[config.mk]
export PLATFORM = sky130hd
export DESIGN_NAME = fifo_ddr_wr_sched
export DESIGN_NICKNAME = d
export VERILOG_FILES = /design/src/rtl/fifo_ddr_wr_sched.sv
export SDC_FILE = /design/constraint.sdc
export NUM_CORES = 1
export LEC_CHECK = 0
export ABC_CLOCK_PERIOD_IN_PS = 3000
export BUFFER_PORTS_ARGS = -buffer_cell sky130_fd_sc_hd__clkbuf_2
export CAP_MARGIN = 20
export CORE_UTILIZATION = 41
export CTS_BUF_LIST = sky130_fd_sc_hd__clkbuf_4 sky130_fd_sc_hd__clkbuf_8 sky130_fd_sc_hd__clkbuf_16
export CTS_CLUSTER_SIZE = 20
export DETAILED_ROUTE_END_ITERATION = 10
export GPL_ROUTABILITY_DRIVEN = 0
export PLACE_DENSITY = 0.78
export SLEW_MARGIN = 20
export SYNTH_ARGS = -nofsm -noshare
export SYNTH_HDL_FRONTEND = slang
export SYNTH_SLANG_ARGS = --single-unit
export TNS_END_PERCENT = 50
[constraint.sdc]
create_clock -name rd_clk -period 3 [get_ports rd_clk]
set_input_delay 0.3 -clock rd_clk [delete_from_list [all_inputs] [get_ports rd_clk]]
set_output_delay 0.3 -clock rd_clk [all_outputs]
set_load 0.01 [all_outputs]
[src/rtl/fifo_ddr_wr_sched.sv]
`default_nettype none
// ============================================================================
// Module   : fifo_ddr_wr_sched
// Purpose  : Drains 128-bit prefetch-FIFO words into DDR address+burst writes,
//            walking the frame from BASE_ADDR in BURST_LEN-beat bursts.
// Revision : 1.0  initial release
// ============================================================================
module fifo_ddr_wr_sched #(
    parameter int          DATA_WIDTH  = 128,
    parameter int          ADDR_WIDTH  = 28,
    parameter int          BURST_LEN   = 16,
    parameter int          BEAT_ADDR   = 8,
    parameter int unsigned BASE_ADDR   = 0,
    parameter int          FRAME_BEATS = 230400
) (
    input  logic                  rd_clk,
    input  logic                  rd_rst,
    input  logic                  enable,
    input  logic                  frame_start,
    input  logic                  fifo_rd_vld,
    input  logic [DATA_WIDTH-1:0] fifo_rd_data,
    output logic                  fifo_rd_en,
    output logic                  cmd_valid,
    input  logic                  cmd_ready,
    output logic [ADDR_WIDTH-1:0] cmd_addr,
    output logic [7:0]            cmd_len,
    output logic                  wdata_valid,
    input  logic                  wdata_ready,
    output logic [DATA_WIDTH-1:0] wdata,
    output logic                  wdata_last,
    output logic                  frame_done,
    output logic                  busy
);

    localparam int BEATS_W = $clog2(FRAME_BEATS + 1);
    localparam logic [BEATS_W-1:0]    FRAME_BEATS_V = BEATS_W'(FRAME_BEATS);
    localparam logic [ADDR_WIDTH-1:0] BASE_ADDR_V   = ADDR_WIDTH'(BASE_ADDR);

    localparam logic [1:0] ST_IDLE = 2'd0;
    localparam logic [1:0] ST_CMD  = 2'd1;
    localparam logic [1:0] ST_DATA = 2'd2;

    logic [1:0]            state_q, state_d;
    logic [ADDR_WIDTH-1:0] addr_q, addr_d;
    logic [BEATS_W-1:0]    beats_left_q, beats_left_d;
    logic                  frame_active_q, frame_active_d;
    logic                  start_pend_q, start_pend_d;
    logic [8:0]            blen_q, blen_d;
    logic [7:0]            beat_cnt_q, beat_cnt_d;
    logic                  frame_done_q, frame_done_d;

    logic                  w_launch;
    logic                  w_beat_acc;
    logic                  w_beat_last;
    logic [8:0]            w_blen_next;
    logic [7:0]            w_blen_m1;
    logic [ADDR_WIDTH-1:0] w_addr_inc;
    logic [BEATS_W-1:0]    w_left_after;

    // A pending restart always wins over launching a new burst.
    assign w_launch     = !start_pend_q && enable && frame_active_q && fifo_rd_vld;
    assign w_beat_acc   = (state_q == ST_DATA) && fifo_rd_vld && wdata_ready;
    assign w_blen_m1    = 8'(blen_q - 9'd1);
    assign w_beat_last  = (beat_cnt_q == w_blen_m1);
    assign w_addr_inc   = ADDR_WIDTH'(32'(blen_q) * 32'(BEAT_ADDR));
    assign w_left_after = beats_left_q - BEATS_W'(blen_q);

    always_comb begin
        w_blen_next = 9'(BURST_LEN);
        if (32'(beats_left_q) < 32'(BURST_LEN)) begin
            w_blen_next = 9'(beats_left_q);
        end
    end

    // ---------------- state register ----------------
    always_ff @(posedge rd_clk or posedge rd_rst) begin
        if (rd_rst) begin
            state_q <= ST_IDLE;
        end else begin
            state_q <= state_d;
        end
    end

    // ---------------- next-state logic ----------------
    always_comb begin
        state_d = state_q;
        case (state_q)
            ST_IDLE: if (w_launch)                   state_d = ST_CMD;
            ST_CMD:  if (cmd_ready)                  state_d = ST_DATA;
            ST_DATA: if (w_beat_acc && w_beat_last)  state_d = ST_IDLE;
            default:                                 state_d = ST_IDLE;
        endcase
    end

    // ---------------- frame / burst bookkeeping ----------------
    always_comb begin
        addr_d         = addr_q;
        beats_left_d   = beats_left_q;
        frame_active_d = frame_active_q;
        start_pend_d   = start_pend_q | frame_start;
        blen_d         = blen_q;
        beat_cnt_d     = beat_cnt_q;
        frame_done_d   = 1'b0;
        case (state_q)
            ST_IDLE: begin
                if (start_pend_q) begin
                    addr_d         = BASE_ADDR_V;
                    beats_left_d   = FRAME_BEATS_V;
                    frame_active_d = 1'b1;
                    start_pend_d   = 1'b0;
                end else if (w_launch) begin
                    blen_d     = w_blen_next;
                    beat_cnt_d = 8'd0;
                end
            end
            ST_DATA: begin
                if (w_beat_acc) begin
                    beat_cnt_d = beat_cnt_q + 8'd1;
                    if (w_beat_last) begin
                        addr_d       = addr_q + w_addr_inc;
                        beats_left_d = w_left_after;
                        if (w_left_after == '0) begin
                            frame_active_d = 1'b0;
                            frame_done_d   = 1'b1;
                        end
                    end
                end
            end
            default: ;
        endcase
    end

    always_ff @(posedge rd_clk or posedge rd_rst) begin
        if (rd_rst) begin
            addr_q         <= BASE_ADDR_V;
            beats_left_q   <= '0;
            frame_active_q <= 1'b0;
            start_pend_q   <= 1'b0;
            blen_q         <= 9'd0;
            beat_cnt_q     <= 8'd0;
            frame_done_q   <= 1'b0;
        end else begin
            addr_q         <= addr_d;
            beats_left_q   <= beats_left_d;
            frame_active_q <= frame_active_d;
            start_pend_q   <= start_pend_d;
            blen_q         <= blen_d;
            beat_cnt_q     <= beat_cnt_d;
            frame_done_q   <= frame_done_d;
        end
    end

    // ---------------- outputs ----------------
    always_comb begin
        cmd_valid   = 1'b0;
        cmd_addr    = '0;
        cmd_len     = 8'd0;
        wdata_valid = 1'b0;
        wdata       = '0;
        wdata_last  = 1'b0;
        fifo_rd_en  = 1'b0;
        case (state_q)
            ST_CMD: begin
                cmd_valid = 1'b1;
                cmd_addr  = addr_q;
                cmd_len   = w_blen_m1;
            end
            ST_DATA: begin
                wdata_valid = fifo_rd_vld;
                wdata       = fifo_rd_data;
                wdata_last  = w_beat_last;
                fifo_rd_en  = w_beat_acc;
            end
            default: ;
        endcase
    end

    assign busy       = (state_q != ST_IDLE);
    assign frame_done = frame_done_q;

endmodule
`default_nettype wire
==> summary.md <==
| Metric | Value |
|---|---|
| Outcome | completed |
| Max capacitance violation total | 0 |
| CTS Hold Bufs | 0 |
| Power, Total | 5.68 mW |
| Synth top area cells | dfrtp_1 30%, and2_1 18%, ha_1 4.8%, nor2_1 3.4%, nand2_1 3.1% |
| ANT cells | 0 |
| Nets | 1138 |
| Fmax | 338 MHz |
| PwrDens | 746 mW/mm² |
| DRC | 0 |
| Final slew viol count | 0 |
| Initial Utilization | 42.6% |
| CTS buffer count | 9 |
| Hold/Removal Path Class | in2async |
| Placed cell count | 1135 |
| GRT Util Overall | 35.9% |
| Die Footprint | 0.0138 mm² |
| Clock network power share | 20.6% |
| CORE AREA | 0.0128 mm² |
| Final period utilization | 98.6% |
| Sink Count | 65 |
| Sequential share of power | 19.4% |
| Commonest non-fill, non-tap cells in the layout | 301 x clkbuf_2, 157 x and2_1, 64 x dfrtp_1 |
| Via count | 6355 |
| Syn Std Cell Area | 0.00547 mm² |
| Chip Width | 117 µm |
| Leakage | 4.02 nW |
| Int Power | 3.04 mW |
| Psw | 2.64 mW |
| CTS max path bufs | 2 |
| Grt ovf | 0 |
| Row count | 41 |
| Seq cells post-synth | 65 |
| Worst slew pin tran | 0.913 ns |
| Peak supply drop | 0.324 mV |
| Most common cell after layout, fill and taps aside | clkbuf_2 |
| Largest net degree at the start of global routing | 130 |
| CTS tree | built |
| Footprint of the multi-input gates | 0.00365 mm² |
| Main synth FF type | dfrtp_1 |
| Post-route ant nets | 0 |
| Synth warn | 0 |
| Layout area overhead | 39.4% |
| Crit start category | register |
| CTS clk-pin slew, worst paths | 0.06 ns |
| Final wirelength | 25000 µm |
| R2r setup slk | 0.04 ns |
| DP HPWL | 20200 µm |
| Clock Latency Late Sink | 0.34 ns |
| Worst EP arrival | 3.22 ns |
| Port bufs | 301 |
| Syn_area_per_cell | 8.05 µm² |
| Switching power share of the total | 46.5% |
| Register area | 0.00163 mm² |
| Share of layout cells above drive strength 1 | 37.6% |
| Minimum clock period | 2.96 ns |
| Combinational share of power | 60.0% |
| DRT iter0 DRCs | 564 |
| Fillers | 1214 |
| Count of cell types in the netlist | 63 |
| CP Capture Type | register |
| Root Driver | clkbuf_16 |
| Ports | 305 |
| Die Ht | 117 µm |
| Max FO, Critical Path | 10 |
| Post-synth EDFFs | 0 |
| Critical path type | reg2reg |
| DR WL/cell | 21.6 µm |
| Initial antenna violation count | 1 |
| Final Hold Viols | 0 |
| Post-synth top area share | 29.8% |
| Seq/Total Area, Yosys | 29.8% |
| # H-tree levels | 3 |
| Synth async-reset ratio | 100% |
| Critical Path RT | 3.26 ns |
| Vias in the first global route | 5977 |
| Non-Filler Instances | 1157 |
| First-pass iteration count of the detailed router | 5 |
| Cells after Synth | 679 |
| Vias/cell | 5.49 |
| Final setup fails | 0 |
| Global-route wire length before repair | 36500 µm |
| Layout Skew | 0.00790 ns |
| Cell taking the most area after synthesis | dfrtp_1 |
| Worst slew margin | 39.2% |
==> flip-flops by register name (all words and copies together) (netlist names) <==
name            count
beat_cnt_q          8
blen_q              9
start_pend_q        1
addr_q             25
frame_done          1
beats_left_q       18
state_q             2
frame_active_q      1
==> synth_stat cells, types with 5 or more instances <==
cell	n
a211oi_1	5
nand2_1	45
nor3_1	21
dfrtp_1	65
nor2_1	49
a21o_1	7
and2_1	157
nor4_1	8
xnor2_1	19
clkbuf_1	31
or3_1	9
or4_1	9
o31ai_1	6
nand4_1	14
o21ai_0	27
inv_1	27
mux2i_1	10
nand3_1	33
a21oi_1	27
xor2_1	11
ha_1	21
==> what timing repair did <==
action / 4_1_cts / 5_1_grt
buffers inserted: 0 / 6
pin swaps: 0 / 3
resized for setup: 1 / 11
setup endpoints to repair: 3 / 17
==> power by group through the flow <==
stage          combinational (mW)  clock [mW]  sequential (mW)
2_1_floorplan                2.01           0             1.11
3_3_place_gp                 3.21           0             1.10
3_5_place_dp                 3.23           0             1.11
4_1_cts                      3.27        1.17             1.09
5_1_grt                      3.66        1.23             1.11
6_report                     3.41        1.17             1.10
==> area by class of cell <==
cell class | count | share of cell area, %
multi-input combinational | 550 | 47.8
timing repair buffer | 327 | 22.3
sequential | 65 | 21.4
clock buffer | 9 | 2.96
tap | 172 | 2.82
inverter | 27 | 1.35
clock inverter | 7 | 1.33
==> metal layers <==
metal | routed length [µm] | track usage [%]
met1 | 9080 | 40.4
met2 | 12000 | 58.9
met3 | 1740 | 8.33
met4 | 2150 | 27.6
met5 | 0 | 0.368
==> metrics by stage <==
step | setup TNS (ns) | instance area, µm² | worst slack (ns) | hold WS [ns] | utilization [%]
finish | 0 | 7620 | 0.0406 | 0.0880 | 59.4
global route | -0.142 | 7620 | -0.0703 | 0.161 | 59.4
detailed placement | 0 | 7180 | 0.0250 | 0.461 | 56.0
CTS | 0 | 7510 | 0.0287 | 0.124 | 58.6
floorplan | 0 | 5470 | 0.234 | 0.412 | -
global placement | 0 | 7180 | 0.0523 | 0.453 | 56.0
==> cell families after synthesis <==
| logic type | synth area share, % |
|---|---|
| DFF | 29.8 |
| buffers and inverters | 5.04 |
| and+or+nand+nor | 38.2 |
| other | 0.0686 |
| adders and majority gates | 5.54 |
| AOI/OAI and AO/OA | 12.7 |
| xor gates and xnor gates | 6.36 |
| muxes | 2.24 |
==> worst max-delay path, stage by stage, from the launching register on <==
cell      delay, ns
dfrtp_2        0.44
buf_4          0.16
or4_1          0.53
o22ai_1        0.20
nand4_1        0.15
nand4b_4       0.22
or2_4          0.34
clkbuf_4       0.21
or4_1          0.47
a21oi_1        0.16
==> final timing paths <==
path,start,to,depth (start not counted)
setup / recovery,blen_q[0],addr_q[13],9
hold / removal,rd_rst,addr_q[19],2
setup reg to reg,blen_q[0],addr_q[13],9
hold reg to reg,beats_left_q[13],frame_done,1
max in group asynchronous,rd_rst,blen_q[0],3
min in group rd_clk,frame_start,start_pend_q,3
Power figures use the tool's default switching activity.
